**src/rtl/nand_op_sequencer.sv**
```systemverilog
// Multi-cycle logic-op sequencer: builds NAND/AND/OR/NOR/XOR/XNOR/NOTA/PASSA
// from one shared external bitwise NAND unit, one NAND evaluation per cycle.
module nand_op_sequencer #(
   parameter int unsigned WIDTH = 16
) (
   input  logic             clk,
   input  logic             rst_n,
   input  logic             in_valid,
   output logic             in_ready,
   input  logic [2:0]       in_op,
   input  logic [WIDTH-1:0] in_a,
   input  logic [WIDTH-1:0] in_b,
   output logic [WIDTH-1:0] nand_a,
   output logic [WIDTH-1:0] nand_b,
   input  logic [WIDTH-1:0] nand_y,
   output logic             out_valid,
   input  logic             out_ready,
   output logic [WIDTH-1:0] out_y,
   output logic             busy
);

   localparam int unsigned STEP_W = 3;

   typedef enum logic [1:0] {S_IDLE, S_RUN, S_DONE} state_e;
   typedef enum logic [1:0] {D_T, D_P, D_Q, D_Y} dest_e;
   typedef enum logic [2:0] {SRC_A, SRC_B, SRC_T, SRC_P, SRC_Q, SRC_Y} src_e;

   state_e            state_q, state_d;
   logic [STEP_W-1:0] step_q, step_d;
   logic [2:0]        op_q, op_d;
   logic [WIDTH-1:0]  a_q, a_d, b_q, b_d;
   logic [WIDTH-1:0]  t_q, t_d, p_q, p_d, q_q, q_d, y_q, y_d;

   src_e              src_a, src_b;
   dest_e             dest;
   logic              last;
   logic [WIDTH-1:0]  mux_a, mux_b;

   // Step table: operand sources, destination and last-step flag for (op, step)
   always_comb begin
      src_a = SRC_A;
      src_b = SRC_B;
      dest  = D_Y;
      last  = 1'b1;
      case (op_q)
         3'd1, 3'd7: begin
            if (step_q == STEP_W'(0)) begin
               dest = D_T;
               last = 1'b0;
               if (op_q == 3'd7) src_b = SRC_A;
            end else begin
               src_a = SRC_T;
               src_b = SRC_T;
            end
         end
         3'd2, 3'd3: begin
            case (step_q)
               STEP_W'(0): begin src_b = SRC_A; dest = D_P; last = 1'b0; end
               STEP_W'(1): begin src_a = SRC_B; dest = D_Q; last = 1'b0; end
               STEP_W'(2): begin src_a = SRC_P; src_b = SRC_Q; last = (op_q == 3'd2); end
               default:    begin src_a = SRC_Y; src_b = SRC_Y; end
            endcase
         end
         3'd4, 3'd5: begin
            case (step_q)
               STEP_W'(0): begin dest = D_T; last = 1'b0; end
               STEP_W'(1): begin src_b = SRC_T; dest = D_P; last = 1'b0; end
               STEP_W'(2): begin src_a = SRC_B; src_b = SRC_T; dest = D_Q; last = 1'b0; end
               STEP_W'(3): begin src_a = SRC_P; src_b = SRC_Q; last = (op_q == 3'd4); end
               default:    begin src_a = SRC_Y; src_b = SRC_Y; end
            endcase
         end
         3'd6:    src_b = SRC_A;
         default: ;
      endcase
   end

   // Operand source muxes
   always_comb begin
      mux_a = a_q;
      mux_b = b_q;
      case (src_a)
         SRC_B:   mux_a = b_q;
         SRC_T:   mux_a = t_q;
         SRC_P:   mux_a = p_q;
         SRC_Q:   mux_a = q_q;
         SRC_Y:   mux_a = y_q;
         default: mux_a = a_q;
      endcase
      case (src_b)
         SRC_A:   mux_b = a_q;
         SRC_T:   mux_b = t_q;
         SRC_P:   mux_b = p_q;
         SRC_Q:   mux_b = q_q;
         SRC_Y:   mux_b = y_q;
         default: mux_b = b_q;
      endcase
   end

   // Next-state and datapath update
   always_comb begin
      state_d = state_q;
      step_d  = step_q;
      op_d    = op_q;
      a_d     = a_q;
      b_d     = b_q;
      t_d     = t_q;
      p_d     = p_q;
      q_d     = q_q;
      y_d     = y_q;
      case (state_q)
         S_IDLE: begin
            if (in_valid) begin
               state_d = S_RUN;
               step_d  = '0;
               op_d    = in_op;
               a_d     = in_a;
               b_d     = in_b;
            end
         end
         S_RUN: begin
            case (dest)
               D_T:     t_d = nand_y;
               D_P:     p_d = nand_y;
               D_Q:     q_d = nand_y;
               default: y_d = nand_y;
            endcase
            if (last) state_d = S_DONE;
            else      step_d  = step_q + STEP_W'(1);
         end
         S_DONE: begin
            if (out_ready) state_d = S_IDLE;
         end
         default: state_d = S_IDLE;
      endcase
   end

   always_ff @(posedge clk or negedge rst_n) begin
      if (!rst_n) begin
         state_q <= S_IDLE;
         step_q  <= '0;
         op_q    <= '0;
         a_q     <= '0;
         b_q     <= '0;
         t_q     <= '0;
         p_q     <= '0;
         q_q     <= '0;
         y_q     <= '0;
      end else begin
         state_q <= state_d;
         step_q  <= step_d;
         op_q    <= op_d;
         a_q     <= a_d;
         b_q     <= b_d;
         t_q     <= t_d;
         p_q     <= p_d;
         q_q     <= q_d;
         y_q     <= y_d;
      end
   end

   assign in_ready  = (state_q == S_IDLE);
   assign out_valid = (state_q == S_DONE);
   assign busy      = (state_q != S_IDLE);
   assign out_y     = y_q;
   assign nand_a    = (state_q == S_RUN) ? mux_a : '0;
   assign nand_b    = (state_q == S_RUN) ? mux_b : '0;

endmodule

```
**config.mk**
```make
export PLATFORM = sky130hd
export DESIGN_NAME = nand_op_sequencer
export DESIGN_NICKNAME = d
export VERILOG_FILES = /design/src/rtl/nand_op_sequencer.sv
export SDC_FILE = /design/constraint.sdc
export NUM_CORES = 1
export LEC_CHECK = 0
export CAP_MARGIN = 20
export CORE_MARGIN = 5
export CORE_UTILIZATION = 45
export DETAILED_ROUTE_END_ITERATION = 12
export PLACE_DENSITY = 0.75
export SLEW_MARGIN = 20
export SYNTH_ARGS = -nofsm -noshare
export SYNTH_HDL_FRONTEND = slang
export SYNTH_SLANG_ARGS = --single-unit
```
**constraint.sdc**
```tcl
create_clock -name clk -period 2.7 [get_ports clk]
set_input_delay 0.405 -clock clk [delete_from_list [all_inputs] [get_ports clk]]
set_output_delay 0.405 -clock clk [all_outputs]
set_load 0.02 [all_outputs]
```
# --- After elaboration in Yosys (flattened, before gate mapping) ---
# Cells that the tools add are included.
# W data, S select, Z words.
classes:
  n_addsub: 1
  n_eq_ne: 27
  muxes: 28
  bitwise_logic: 1
  n_reduce_logical: 20
op_table:
  columns: ["cell", "n"]
  rows:
  - ["$pmux W16 S5", 2]
  - ["$pmux W3 S3", 5]
  - ["$mux W16", 2]
  - ["$eq A3 B2 Y1 const B", 8]
  - ["$eq A3 B3 Y1 const B", 8]
  - ["$pmux W2 S3", 3]
  - ["$pmux W3 S4", 1]
  - ["$mux W2", 5]
  - ["$reduce_and A2 Y1", 5]
  - ["$reduce_or A2 Y1", 5]
  - ["$eq A3 B1 Y1 const B", 3]
  - ["$mux W3", 3]
  - ["$logic_not A3 Y1", 2]
  - ["$ne A2 B2 Y1 const B", 3]
  - ["$pmux W3 S2", 1]
  - ["$reduce_and A3 Y1", 2]
  - ["$reduce_or A3 Y1", 2]
  - ["$eq A2 B1 Y1 const B", 2]
  - ["$eq A2 B2 Y1 const B", 2]
  - ["$logic_not A2 Y1", 2]
  - ["$pmux W1 S2", 2]
  - ["$pmux W2 S2", 1]
  - ["$reduce_bool A2 Y1", 2]
  - ["$add A3 B1 Y3 const B", 1]
  - ["4 further kinds", 5]
word_totals:
  register_bits: 104
  out_inout_bits: 51
  word_cells: 86

# --- Logic depth before layout (Yosys ltp) ---
# Gate-level depths: netlist of run 1.
depth:
  word_depth: 7
  ltp_mapped: 12

# --- Worst setup path after synthesis of run 1 ---
# No wires, ideal clock.
synth_path:
  path_type: "reg-to-output"
  from: "register op_q[1]"
  to: "output nand_b[10]"
  arrival_time_ps: 2811
  required_time_ps: 2295
  setup_slack_ps: -516
  stages_incl_launch_ff: 11
  n_path_buf: 3
  cell_sequence: "dfrtp_1 -> inv_2 -> ha_1 -> buf_2 -> or4b_2 -> nand3_1 -> or2_1 -> buf_4 -> clkbuf_1 -> nor3_1 -> nor4_1"
synth_via:
  elab_chain_cells: 7
  elab_cells_between_ends: 20
synth_rtl:
  columns: ["item", "line_no", "source"]
  rows:
  - ["start, declared", "30", "logic [2:0] op_q, op_d;"]
  - ["start signal, assigned", "152", "op_q <= op_d;"]
  - ["$eq A3 B3 Y1", "45, 50", null]
  - ["$mux W1", "50", "if (op_q == 3'd7) src_b = SRC_A;"]
  - ["$mux W3", "47", "if (step_q == STEP_W'(0)) begin"]
  - ["$pmux W3 S4 (*)", "45", "case (op_q)"]
  - ["$eq A3 B3 Y1, or another cell as far along", "90", "case (src_b)"]
  - ["$pmux W16 S5 (*)", "90", null]
  - ["$mux W16 (*)", "167", "assign nand_b = (state_q == S_RUN) ? mux_b : '0;"]
  - ["end, declared", "14", "output logic [WIDTH-1:0] nand_b,"]
# Every way passes the cells marked *; elsewhere a longest branch is shown, timed or not.

# --- Worst setup path after layout of run 1 ---
layout_path:
  from: "register step_q[0]"
  to: "output nand_a[2]"
layout_via:
  elab_chain_cells: 7
  elab_cells_between_ends: 16
layout_rtl:
  columns: ["item", "line_no", "source"]
  rows:
  - ["start, declared", "29", "logic [STEP_W-1:0] step_q, step_d;"]
  - ["start signal, assigned", "151", "step_q <= step_d;"]
  - ["$eq A3 B1 Y1 / $logic_not A3 Y1 (equally long branches)", "57, 65, 47", null]
  - ["$reduce_or A2 Y1 (no source line)", null, null]
  - ["$pmux W3 S3", "65", "case (step_q)"]
  - ["$pmux W3 S3 (*)", "45", null]
  - ["$eq A3 B3 Y1, or another cell as far along", "82", "case (src_a)"]
  - ["$pmux W16 S5 (*)", "82", null]
  - ["$mux W16 (*)", "166", "assign nand_a = (state_q == S_RUN) ? mux_a : '0;"]
  - ["end, declared", "13", "output logic [WIDTH-1:0] nand_a,"]
# Marks and branches as above.

==> results of run 1 <==
==> final timing paths <==
| kind | start | end | depth (start not counted) |
|---|---|---|---|
| worst max-delay path | step_q[0]$_DFFE_PN0P_ | nand_a[2] | 10 |
| worst min-delay path | rst_n | out_y[2]$_DFFE_PN0P_ | 2 |
| worst max register to register | op_q[1]$_DFFE_PN0P_ | t_q[10]$_DFFE_PN0P_ | 10 |
| worst min register to register | a_q[14]$_DFFE_PN0P_ | a_q[14]$_DFFE_PN0P_ | 2 |
| max in group asynchronous | rst_n | out_y[14]$_DFFE_PN0P_ | 3 |
| min in group clk | a_q[14]$_DFFE_PN0P_ | a_q[14]$_DFFE_PN0P_ | 2 |
==> cell usage in the layout (no fill, tap or decap), drive strengths merged, types with 11 or more instances in the layout <==
cell type	n
a2bb2oi	16
nor2	37
o21ai	29
buf	118
mux2i	48
dfrtp	104
mux2	66
a211oi	16
clkdlybuf4s50	72
clkbuf	11
nor3	21
o22ai	32
nand2	107
nor4	15
inv	11
==> metal layers <==
metal	routed length, µm	track usage (%)
met2	10220	44.37
met1	8311	34.40
met4	647	10.27
met3	1850	8.583
met5	0	0
==> state kept, by name, indices dropped and copies added (netlist names) <==
name,cells
t_q,16
q_q,16
p_q,16
out_y,16
a_q,16
op_q,3
state_q,2
b_q,16
step_q,3
==> through the flow <==
step	utilization (%)	area (µm²)
2_1_floorplan	-	6447
3_3_place_gp	63.35	8026
3_5_place_dp	63.40	8034
4_1_cts	68.79	8716
5_1_grt	71.14	9014
6_report	71.14	9014
==> repair_timing <==
| item | CTS | global route |
|---|---|---|
| pin swaps | 24 | 22 |
| resized for setup | 254 | 57 |
| setup buffers | 16 | 2 |
| gates cloned | 5 | 2 |
| hold buffers | 1 | 0 |
| endpoints found under the hold margin | 25 | 0 |
| setup endpoints to repair | 32 | 69 |
==> area by class of cell <==
| type | instances | area, µm² | share of cell area [%] |
|---|---|---|---|
| Clock buffer | 9 | 225.2 | 2.499 |
| Sequential cell | 104 | 2608 | 28.93 |
| Multi-Input combinational cell | 439 | 3951 | 43.84 |
| Clock inverter | 6 | 45.04 | 0.4997 |
| Tap cell | 172 | 215.2 | 2.388 |
| Inverter | 9 | 38.79 | 0.4303 |
| Timing Repair Buffer | 193 | 1931 | 21.42 |
==> cells by family after synthesis <==
kind of cell,share of synthesized area [%]
buf+inv,4.084
simple gates,15.44
compound gates,13.32
mux,20.91
fa+ha+maj,1.497
flops,44.47
xor+xnor,0.2780
==> worst max-delay path, cell delays in order (launching register included) <==
cell and delay, ns:
dfrtp_2 0.46, ha_2 0.21, ha_4 0.16, buf_4 0.14, a22o_4 0.26, or4_4 0.53, buf_6 0.17, o22ai_1 0.22
nor2_4 0.08, nor2_4 0.12, buf_6 0.13
==> summary.md, run 1 <==
| Metric | Value |
|---|---|
| EDFF count, synth | `0` |
| First-pass GRT wire length | `between 30000 and 40000 µm` |
| Routability cong. | `approximately 0.89` |
| Yosys warns | `0` |
| Top cells by count, synth | `nand2_1, dfrtp_1, mux2_2` |
| Clock latency on the worst-skew pair | `about 0.37 ns` |
| Relative slew slack | `around two thirds` |
| Inst Count DP | `between 800 and 900` |
| WL/cell | `22.56 µm` |
| Worst clock skew | `0.009732 ns` |
| P&R area growth vs syn | `54.03%` |
| FILL cells | `around 900` |
| Die H | `124.0 µm` |
| Overall routing resource usage | `between 20% and 30%` |
| RSZ-0062 raised after global routing | `true` |
| Tmin final | `3.253 ns` |
| Sequential area share after synthesis | `44.47%` |
| Clk buf depth | `2` |
| Setup violators final | `32` |
| Worst Path Required | `~2.3 ns` |
| Crit path launch type | `flop` |
| Biggest area consumer among synthesized cells | `dfrtp_1` |
| CTS sink count | `about 100` |
| Ant diodes | `0` |
| Num ports | `between 100 and 150` |
| Core box area | `between 10000 and 15000 µm²` |
| Final nets | `around 800` |
| Worst reg-to-reg setup slack | `roughly 0.05 ns` |
| CP max FO | `7` |
| Aggregate global routing overflow | `0` |
| Worst setup margin | `-0.5532 ns` |
| ANT nets after route | `0` |
| Via density | `5.976` |
| Synth Register Bits | `around 100` |
| Post-Syn Instances | `approximately 590` |
| Largest net degree at the start of global routing | `a little over 60` |
| Clock Tree Root | `clkbuf_16` |
| Final WL | `approximately 21000 µm` |
| Number of global-route vias before repair | `5868` |
| Die Area | `between 15000 and 20000 µm²` |
| CTS buffer count | `9` |
| Setup_tns | `-15.59 ns` |
| Row count | `41` |
| HPWL after DPL | `13430 µm` |
| Worst Hold Margin | `just under 0.5 ns` |
| Final count of hold timing violations | `0` |
| Post-placement worst setup slack | `-0.6804 ns` |
| Cell variety after synth | `48` |
| Top FF cell, synth | `dfrtp_1` |
| Initial cell density of the core | `about 46%` |
| Worst Setup End Kind | `output port` |
| Failing checks | `negative setup slack` |
| CTS tree | `built` |
| Yosys top cell area share | `44.47%` |
| Die X | `about 120 µm` |
| Critical path type | `flop to output port` |
| Final Cycle Share | `120.5%` |
| Share of layout cells above drive strength 1 | `44.74%` |
| Fmax | `307.4 MHz` |
| DRT iter0 DRCs | `roughly 440` |
| Status | `finished, violations left` |
| CTS H-tree lvls | `3` |
| Number of max-cap violations | `0` |
| Count of pins over their slew limit | `0` |
| Port Buffer Count | `between 100 and 150` |
| WP data arrival | `approximately 2.9 ns` |
| Syn nets | `655` |
| Mapped cell area | `slightly below 6000 µm²` |
| Most frequent cell after synthesis | `nand2_1` |
| Drt drc | `0` |
| Slew of the pin with the lowest slew margin | `0.4791 ns` |
| Final non-filler cell total | `just over 900` |
| Synth top area cells | `dfrtp_1, mux2_2, mux2i_1` |
| Hold Crit Class | `input pin to async pin` |
| Ys async rst share | `between 90% and 100%` |
| Avg Inst Size Synth | `just under 10 µm²` |
| Initial antenna violation count | `0` |
| TritonRoute pass-1 iters | `4` |
| Via count | `roughly 5600` |
| Worst-path clk slew | `about 0.07 ns` |
Power of run 1 is not shown: default switching activity piles up to over one toggle a cycle in this logic, so the estimate is an artifact.
==> inputs of run 2 (changes only) <==
SKIP_CTS_REPAIR_TIMING = 1   (was unset)
==> run 2 against run 1 <==
Core utilization decreased by 2.9 points. Cell count decreased by 1.1%. Via count shrank 1.6%. Non-clock buffer count shrank 10. First-iteration DRC count grew 5.4%. Critical endpoint is now nand_a[12]. Flip-flop and latch count unchanged. Critical path depth up 1. Setup slack worse by 0.067 ns. The flow still finishes with violations (negative setup slack).
==> summary.md, run 2 (same netlist as run 1, synthesis figures left out) <==
| Metric | Value |
|---|---|
| RR Startpoint | `op_q[1]$_DFFE_PN0P_` |
| Final count of hold timing violations | `0 (unchanged)` |
| Clk buf depth | `2 (unchanged)` |
| Relative slew slack | `64.37% (-3.5 points)` |
| Worst Reg2Reg Path Length in Cells | `10 (unchanged)` |
| CTS sink count | `104 (unchanged)` |
| First-pass GRT wire length | `30300 µm (-4.9%)` |
| Worst setup margin | `-0.6202 ns (-0.06699 ns)` |
| CP max FO | `9 (+2)` |
| WL/cell | `22.39 µm (-0.75%)` |
| Worst reg-to-reg setup slack | `0.02 ns (-0.03 ns)` |
| Via density | `5.943 (-0.57%)` |
| Sequential standard cell area | `2606 µm² (about the same)` |
| HPWL after DPL | `13430 µm (unchanged)` |
| CP top delay family | `simple AND/OR/NAND/NOR gates` |
| Worst Path Required | `2.30 ns (about the same)` |
| Routability cong. | `0.8855 (unchanged)` |
| Critical Path Most Common Cell | `buf_6` |
| Die H | `124.0 µm (unchanged)` |
| Worst clock skew | `0.009296 ns (-0.0004365 ns)` |
| CTS buffer count | `9 (unchanged)` |
| CTS H-tree lvls | `3 (unchanged)` |
| Number of max-cap violations | `0 (unchanged)` |
| Leading cell types in the layout, fill and taps excluded | `nand2_1, dfrtp_1, buf_4` |
| Crit path launch type | `flop` |
| Overall routing resource usage | `26.04% (-1.4 points)` |
| Die X | `124.0 µm (unchanged)` |
| Setup_tns | `-16.91 ns (-1.319 ns)` |
| Row count | `41 (unchanged)` |
| Status | `finished, violations left` |
| FILL cells | `961 (+6.4%)` |
| Clock latency on the worst-skew pair | `0.36 ns (about the same)` |
| Worst-path clk slew | `0.07 ns (about the same)` |
| Drt drc | `0 (unchanged)` |
| Hold Crit Class | `input pin to async pin` |
| Slew of the pin with the lowest slew margin | `0.5333 ns (+0.05428 ns)` |
| Worst path cell trace | `inv_4 -> ha_4 -> buf_6 -> or4b_4 -> a22oi_2 -> nor3_1 -> o21ai_2 -> buf_6 -> nor2_1 -> nor2_2 -> buf_6` |
| TritonRoute pass-1 iters | `5 (+1)` |
| Failing checks | `negative setup slack` |
| Count of pins over their slew limit | `0 (unchanged)` |
| Dpl cell area | `8034 µm² (unchanged)` |
| Final Cycle Share | `123.0% (+2.5 points)` |
| Design area | `8648 µm² (-4.1%)` |
| Buf/Inv on CP | `4 (+1)` |
| Port Buffer Count | `105 (unchanged)` |
| Multi-input gate area | `3745 µm² (-5.2%)` |
| Final nets | `808 (-1.2%)` |
| P&R area growth vs syn | `47.79%` |
| Ant diodes | `0 (unchanged)` |
| CTS tree | `built` |
| Aggregate global routing overflow | `0 (unchanged)` |
| Final WL | `20650 µm (-1.8%)` |
| Commonest non-fill, non-tap cell in the layout | `nand2_1` |
| Critical R2R Capture | `t_q[10]$_DFFE_PN0P_` |
| Clock Tree Root | `clkbuf_16` |
| Critical path type | `flop to output port` |
| Slowest stage delay, CP | `0.46 ns (-0.07 ns)` |
| WP data arrival | `2.92 ns (+0.07 ns)` |
| Num ports | `106 (unchanged)` |
| Tmin final | `3.320 ns (+0.06699 ns)` |
| Largest net degree at the start of global routing | `61 (unchanged)` |
| Number of global-route vias before repair | `5605 (-4.5%)` |
| Initial antenna violation count | `0 (unchanged)` |
| Via count | `5479 (-1.6%)` |
| Core box area | `12670 µm² (unchanged)` |
| Die Area | `15380 µm² (unchanged)` |
| Share of layout cells above drive strength 1 | `39.47% (-5.3 points)` |
| Worst Setup End Kind | `output port` |
| CP max-delay cell | `dfrtp_2` |
| Crit path depth | `11 (+1)` |
| ANT nets after route | `0 (unchanged)` |
| RSZ-0062 raised after global routing | `true` |
| Setup violators final | `32 (unchanged)` |
| Fmax | `301.2 MHz (-2.0%)` |
| DRT iter0 DRCs | `468 (+5.4%)` |
| Initial cell density of the core | `46.18% (unchanged)` |
==> run 2: worst max path at each step <==
stage               slack, ns             startpoint    endpoint
global placement        -0.72  step_q[0]$_DFFE_PN0P_   nand_b[4]
detailed placement      -0.68  step_q[1]$_DFFE_PN0P_   nand_b[4]
floorplan               -0.08  step_q[1]$_DFFE_PN0P_  nand_b[10]
finish                  -0.62  step_q[0]$_DFFE_PN0P_  nand_a[12]
CTS                     -1.08  step_q[1]$_DFFE_PN0P_  nand_b[13]
global route            -0.67  step_q[0]$_DFFE_PN0P_   nand_a[5]
==> run 2: routing by layer <==
metal / up-vias / global-route usage, % / wire length (µm) / part of all wire (%)
li1: 2452 / - / - / -
met1: 2701 / 33.59 / 8277 / 40
met2: 272 / 42.04 / 9891 / 48
met3: 54 / 7.675 / 1885 / 9.1
met4: 0 / 8.624 / 593 / 2.9
met5: - / 0 / 0 / 0
==> run 2: worst register-to-register path: cells and delay by family (launching register included) <==
kind,cells,cell delay [ns]
AOI/OAI and AO/OA,1,0.20
and+or+nand+nor,3,0.58
buffers and inverters,4,0.72
muxes,1,0.36
DFF,1,0.47
xor gates and xnor gates,1,0.22
==> run 2: metrics by stage <==
stage	hold WS, ns	cells	setup WS, ns	utilization (%)
detailed placement	0.3429	893	-0.6804	63.40
CTS	-0.04061	908	-1.083	65.54
global placement	0.3355	893	-0.7235	63.35
floorplan	0.1094	593	-0.08054	-
global route	0.5223	922	-0.6740	68.25
finish	0.5014	922	-0.6202	68.25
==> run 2: cell type report <==
cell class / count / area share (%)
multi-input combinational: 439 / 43.30
tap: 172 / 2.488
clock inverter: 6 / 0.5208
sequential: 104 / 30.14
inverter: 9 / 0.4485
clock buffer: 9 / 2.604
timing repair buffer: 183 / 20.50
Power of run 2 is left out for the same reason.
==> RTL edit 1, RTL diff (flow settings as in run 2) <==
The parameter `WIDTH` goes from 16 to 32.
--- a/src/rtl/nand_op_sequencer.sv
+++ b/src/rtl/nand_op_sequencer.sv
@@ -1,7 +1,7 @@
 // Multi-cycle logic-op sequencer: builds NAND/AND/OR/NOR/XOR/XNOR/NOTA/PASSA
 // from one shared external bitwise NAND unit, one NAND evaluation per cycle.
 module nand_op_sequencer #(
-   parameter int unsigned WIDTH = 16
+   parameter int unsigned WIDTH = 32
 ) (
    input  logic             clk,
    input  logic             rst_n,
Ports: changed (6 resized); port bits go from 106 to 202. The function was not compared with the original's and may differ.
==> RTL edit 1 against run 2 <==
The run still ends with setup timing left. Sequential cell count increased by 96. Utilization increased by 1.3 points. Final area increased by 89%. Critical path depth increased by 2. Worst hold slack got worse by 0.013 ns. Worst setup slack got worse by 0.11 ns. Highest routed layer unchanged. Critical endpoint is now nand_a[2]. Clock skew increased by 0.0075 ns. Routed wire length increased by 97%. Area after synthesis increased by 84%.
Power is left out: the tool's default activity adds up to more than one toggle a clock period on the data nets, which glitch-free logic cannot reach.
==> RTL edit 1: results <==
[grt]
gr-usage-all-layers = 0.268
grt_max_degree = 64
antenna_found_initial = 1
grt_first_pass_wirelength_um = 56800

[place]
dp.cells = 1586
place_hpwl_um = 25000
portBuffers = 201
place.gp.congestion = 0.902

[yosys]
synth_area_leaders = "dfrtp_1, mux2_2, a21oi_1"
ys_top_cells_by_count = "dfrtp_1, a21oi_1, nand2_1"
yosys_warnings = 0
syn-instance-count = 1059
muxShareOfSynthArea = 0.179
synth_seq_area_share = 0.464
synth.net_count = 1169
synth_ff_type = "dfrtp_1"
ys_types = 55
synth_compound_area_frac = 0.212
synthArstFlopShare = 1.00
synth_fa_ha_area_frac = 0.00811
synthXorXnorAreaFrac = 0.00151

[worst_setup_path]
crit_fanout = 10
critPathArrivalTime_ns = 3.02

[outcome]
outcome = "finished, violations left"
violations = "setup timing"

[clock_tree]
clk_pin_slew_ns = 0.07
cts_buffer_depth = 2
cts_made_buffers = 17
root_buffer = "clkbuf_16"
htreeDepth = 4
insertion_delay_ns = 0.44

[routing]
routedWlPerCell_um = 24.7
first_iter_violations = 974
vias = 10300
routed_wirelength_um = 40700
firstDrtPassIters = 5

[cells_and_area]
finalNetCount = 1425
num-fill-cells = 1624
drive_gt1_frac = 0.415

[sta]
setup_viol = 114
finalWorstSetupSlack_ns = -0.727
clock_skew_ns = 0.0168
setup_tns_ns = -43.20
tightest_slew_ns = 0.528

[hold_path]
hold_path_class = "in -> async"
-- RTL edit 1: cell count changes after synthesis, sizes merged, moves of 43 or more --
cell    delta
a21oi    +169
dfrtp     +96
mux2      +96
nand2     +62
mux2i     -48
a221oi    +43
-- RTL edit 1: routing by layer --
| metal | vias up | wire, µm | GRT usage |
|---|---|---|---|
| met5 | - | 0 | 0 |
| met4 | 0 | 1750 | 0.0994 |
| met3 | 152 | 3700 | 0.0524 |
| met2 | 634 | 19500 | 0.434 |
| met1 | 5154 | 15700 | 0.359 |
| li1 | 4383 | - | - |
-- RTL edit 1: final cells by class --
class,count,share of cell area
multi-input combinational,727,0.397
sequential,200,0.306
timing repair buffer,328,0.226
clock buffer,19,0.0271
tap,319,0.0244
clock inverter,13,0.0101
inverter,41,0.00955
antenna,1,0.000153
-- RTL edit 1: final timing paths --
| path | startpoint | to | slack (ns) | cells after the start |
|---|---|---|---|---|
| max | step_q[0] | nand_a[2] | -0.73 | 13 |
| min | rst_n | out_y[28] | 0.49 | 2 |
| max reg2reg | op_q[1] | t_q[17] | -0.05 | 11 |
| min reg2reg | q_q[24] | q_q[24] | 0.50 | 1 |
| max in group asynchronous | rst_n | q_q[19] | 1.46 | 3 |
| min in group clk | q_q[24] | q_q[24] | 0.50 | 1 |
-- RTL edit 1: logic make-up after synthesis --
family / Yosys count
AOI/OAI and AO/OA: 350
xor gates and xnor gates: 1
adders and majority gates: 7
buffers and inverters: 132
DFF: 200
muxes: 162
and+or+nand+nor: 207
-- RTL edit 1: through the flow --
step,hold slack [ns],area (µm²),setup slack [ns],util
after floorplan,0.109,11400,-0.0312,-
after global placement,0.408,14500,-0.687,0.616
after detailed placement,0.407,14500,-0.701,0.616
after CTS,-0.0631,15100,-1.22,0.642
after global routing,0.504,16400,-0.836,0.695
final,0.489,16400,-0.727,0.695
-- RTL edit 1: critical path, cell delays in order (launching register included) --
cell and delay (ns):
dfrtp_1 0.44, inv_2 0.14, ha_4 0.16, buf_6 0.12
nor3_2 0.05, a21o_1 0.21, a21o_1 0.20, buf_4 0.15
nor3_4 0.23, buf_6 0.16, buf_12 0.16, a21oi_2 0.10
a221oi_4 0.30, buf_6 0.16
==> RTL edit 2, RTL diff (settings of run 2) <==
Without the edit above. Encoding of `state_e`: now one-hot (3 bits for 3 states).
--- a/src/rtl/nand_op_sequencer.sv
+++ b/src/rtl/nand_op_sequencer.sv
@@ -21,7 +21,7 @@
 
    localparam int unsigned STEP_W = 3;
 
-   typedef enum logic [1:0] {S_IDLE, S_RUN, S_DONE} state_e;
+   typedef enum logic [2:0] {S_IDLE = 3'b001, S_RUN = 3'b010, S_DONE = 3'b100} state_e;
    typedef enum logic [1:0] {D_T, D_P, D_Q, D_Y} dest_e;
    typedef enum logic [2:0] {SRC_A, SRC_B, SRC_T, SRC_P, SRC_Q, SRC_Y} src_e;
 
Behaviour: no difference found for any inputs over 4 cycles, from zero or initial values and one cycle with rst_n low; so few cycles prove little.
==> RTL edit 2 against run 2 <==
The run still ends with setup timing left. Worst setup slack gained 0.011 ns. Sequential cell count grew 1. Routed wire length shrank 6.9%. Final area grew 0.59%. Via count shrank 5.0%. Synthesized cell count shrank 8.6%. First-iteration DRC count grew 17%. Maximum frequency grew 0.33%. Area after synthesis grew 2.3%. Global-route usage shrank 2.9 points. Highest routed layer unchanged.
==> RTL edit 2: results <==
[outcome]
outcome = "finished, violations left"
violations = "setup timing"

[routing]
wl_met2_um = 9680
wl_met1_um = 7990
wl_met3_um = 1050
vias = 5205
routedWlPerCell_um = 21.8
first_iter_violations = 548
ant_nets = 0

[worst_setup_path]
crit_fanout = 6
cpLargestDelayFamily = "compound AO/OA/AOI/OAI gates"
r2r-start = "op_q[1]"
slowest_stage = "or4b_4"
r2r_end = "p_q[7]"
critical_path.max_stage_delay_ns = 0.52
reg2regPathDepth = 11
critPathArrivalTime_ns = 2.90

[yosys]
ys_top_cells_by_count = "dfrtp_1, mux2_2, mux2i_1, or3_1, nand2_1"
syn_avg_cell_area_um2 = 11.0
synth.net_count = 604
ys_types = 58
synth_area_leaders = "dfrtp_1, mux2_2, mux2i_1"
synth_seq_area_share = 0.439

[sta]
maxSlewHeadroom = 0.642
clock_skew_ns = 0.00635
hold_slack_ns = 0.466
finalWorstSetupSlack_ns = -0.609
setup_viol = 32

[place]
place_hpwl_um = 12900
placed_cell_area_um2 = 7940
place.gp.congestion = 0.965
place_worst_setup_slack_ns = -0.634

[pwr]
p_leak_nw = 3.75

[cells_and_area]
num-fill-cells = 1015
drive_gt1_frac = 0.446
finalNetCount = 764

[grt]
grt_max_degree = 53
gr-usage-all-layers = 0.232
grt_first_pass_wirelength_um = 29400
grt_pass1_vias = 5524
[RTL edit 2: cell count changes in the layout (fill, tap and decap cells not counted), sizes merged, moves of 19 or more]
cell / before / now
nand2: 107 / 29
mux2: 66 / 97
or3: 3 / 32
nor3: 21 / 2
[RTL edit 2: worst max path at each step]
stage	slack [ns]	end	from
global placement	-0.58	nand_b[3]	step_q[1]
finish	-0.61	nand_a[12]	step_q[0]
detailed placement	-0.63	nand_b[6]	step_q[1]
global route	-0.68	nand_a[5]	step_q[0]
floorplan	-0.02	nand_b[10]	step_q[1]
CTS	-1.03	nand_b[6]	step_q[1]
[RTL edit 2: kinds of logic (layout without fill, tap and decap cells)]
group / after synthesis / count (layout) / synth area share
buffers and inverters: 62 / 226 / 0.0508
AOI/OAI and AO/OA: 123 / 123 / 0.144
adders and majority gates: 7 / 7 / 0.0146
xor gates and xnor gates: 1 / 1 / 0.00146
DFF: 105 / 105 / 0.439
muxes: 129 / 129 / 0.242
and+or+nand+nor: 115 / 115 / 0.107
[RTL edit 2: metal layers]
metal | global-route usage | vias to the layer above
met5 | 0 | -
met3 | 0.0482 | 44
met2 | 0.391 | 203
met1 | 0.292 | 2610
met4 | 0.0906 | 0
li1 | - | 2348
[RTL edit 2: worst reg2reg max path, cell delays in order, from the launching register on]
cell       delay, ns
dfrtp_1         0.40
buf_4           0.15
buf_4           0.13
xnor2_1         0.12
buf_4           0.15
buf_4           0.13
a21bo_4         0.23
buf_4           0.15
nand4_4         0.08
or4b_4          0.53
clkbuf_16       0.19
mux2_4          0.29
[RTL edit 2: cell type report]
cell class                      instances  area, µm²  area share
Clock buffer                           12        256      0.0295
Multi-Input combinational cell        375       3560       0.409
Timing Repair Buffer                  188       1900       0.218
Sequential cell                       105       2630       0.302
Clock inverter                          3       47.5     0.00547
Inverter                               23       91.3      0.0105
Tap cell                              176        220      0.0253
[RTL edit 2: power groups by stage]
stage | sequential, W | clock [W] | combinational [W]
final | 0.00302 | 0.00136 | 0.00697
after global routing | 0.00313 | 0.00145 | 0.00732
after CTS | 0.00297 | 0.00139 | 0.00595
after detailed placement | 0.00299 | 0 | 0.00592
after global placement | 0.00295 | 0 | 0.00580
after floorplan | 0.00294 | 0 | 0.00361
[RTL edit 2: per-stage QoR]
step	std cells	power, W	setup TNS [ns]
2_1_floorplan	542	0.00656	-0.0416
3_3_place_gp	855	0.00875	-17.38
3_5_place_dp	855	0.00891	-19.15
4_1_cts	870	0.0103	-32.25
5_1_grt	882	0.0119	-19.50
6_report	882	0.0113	-16.84
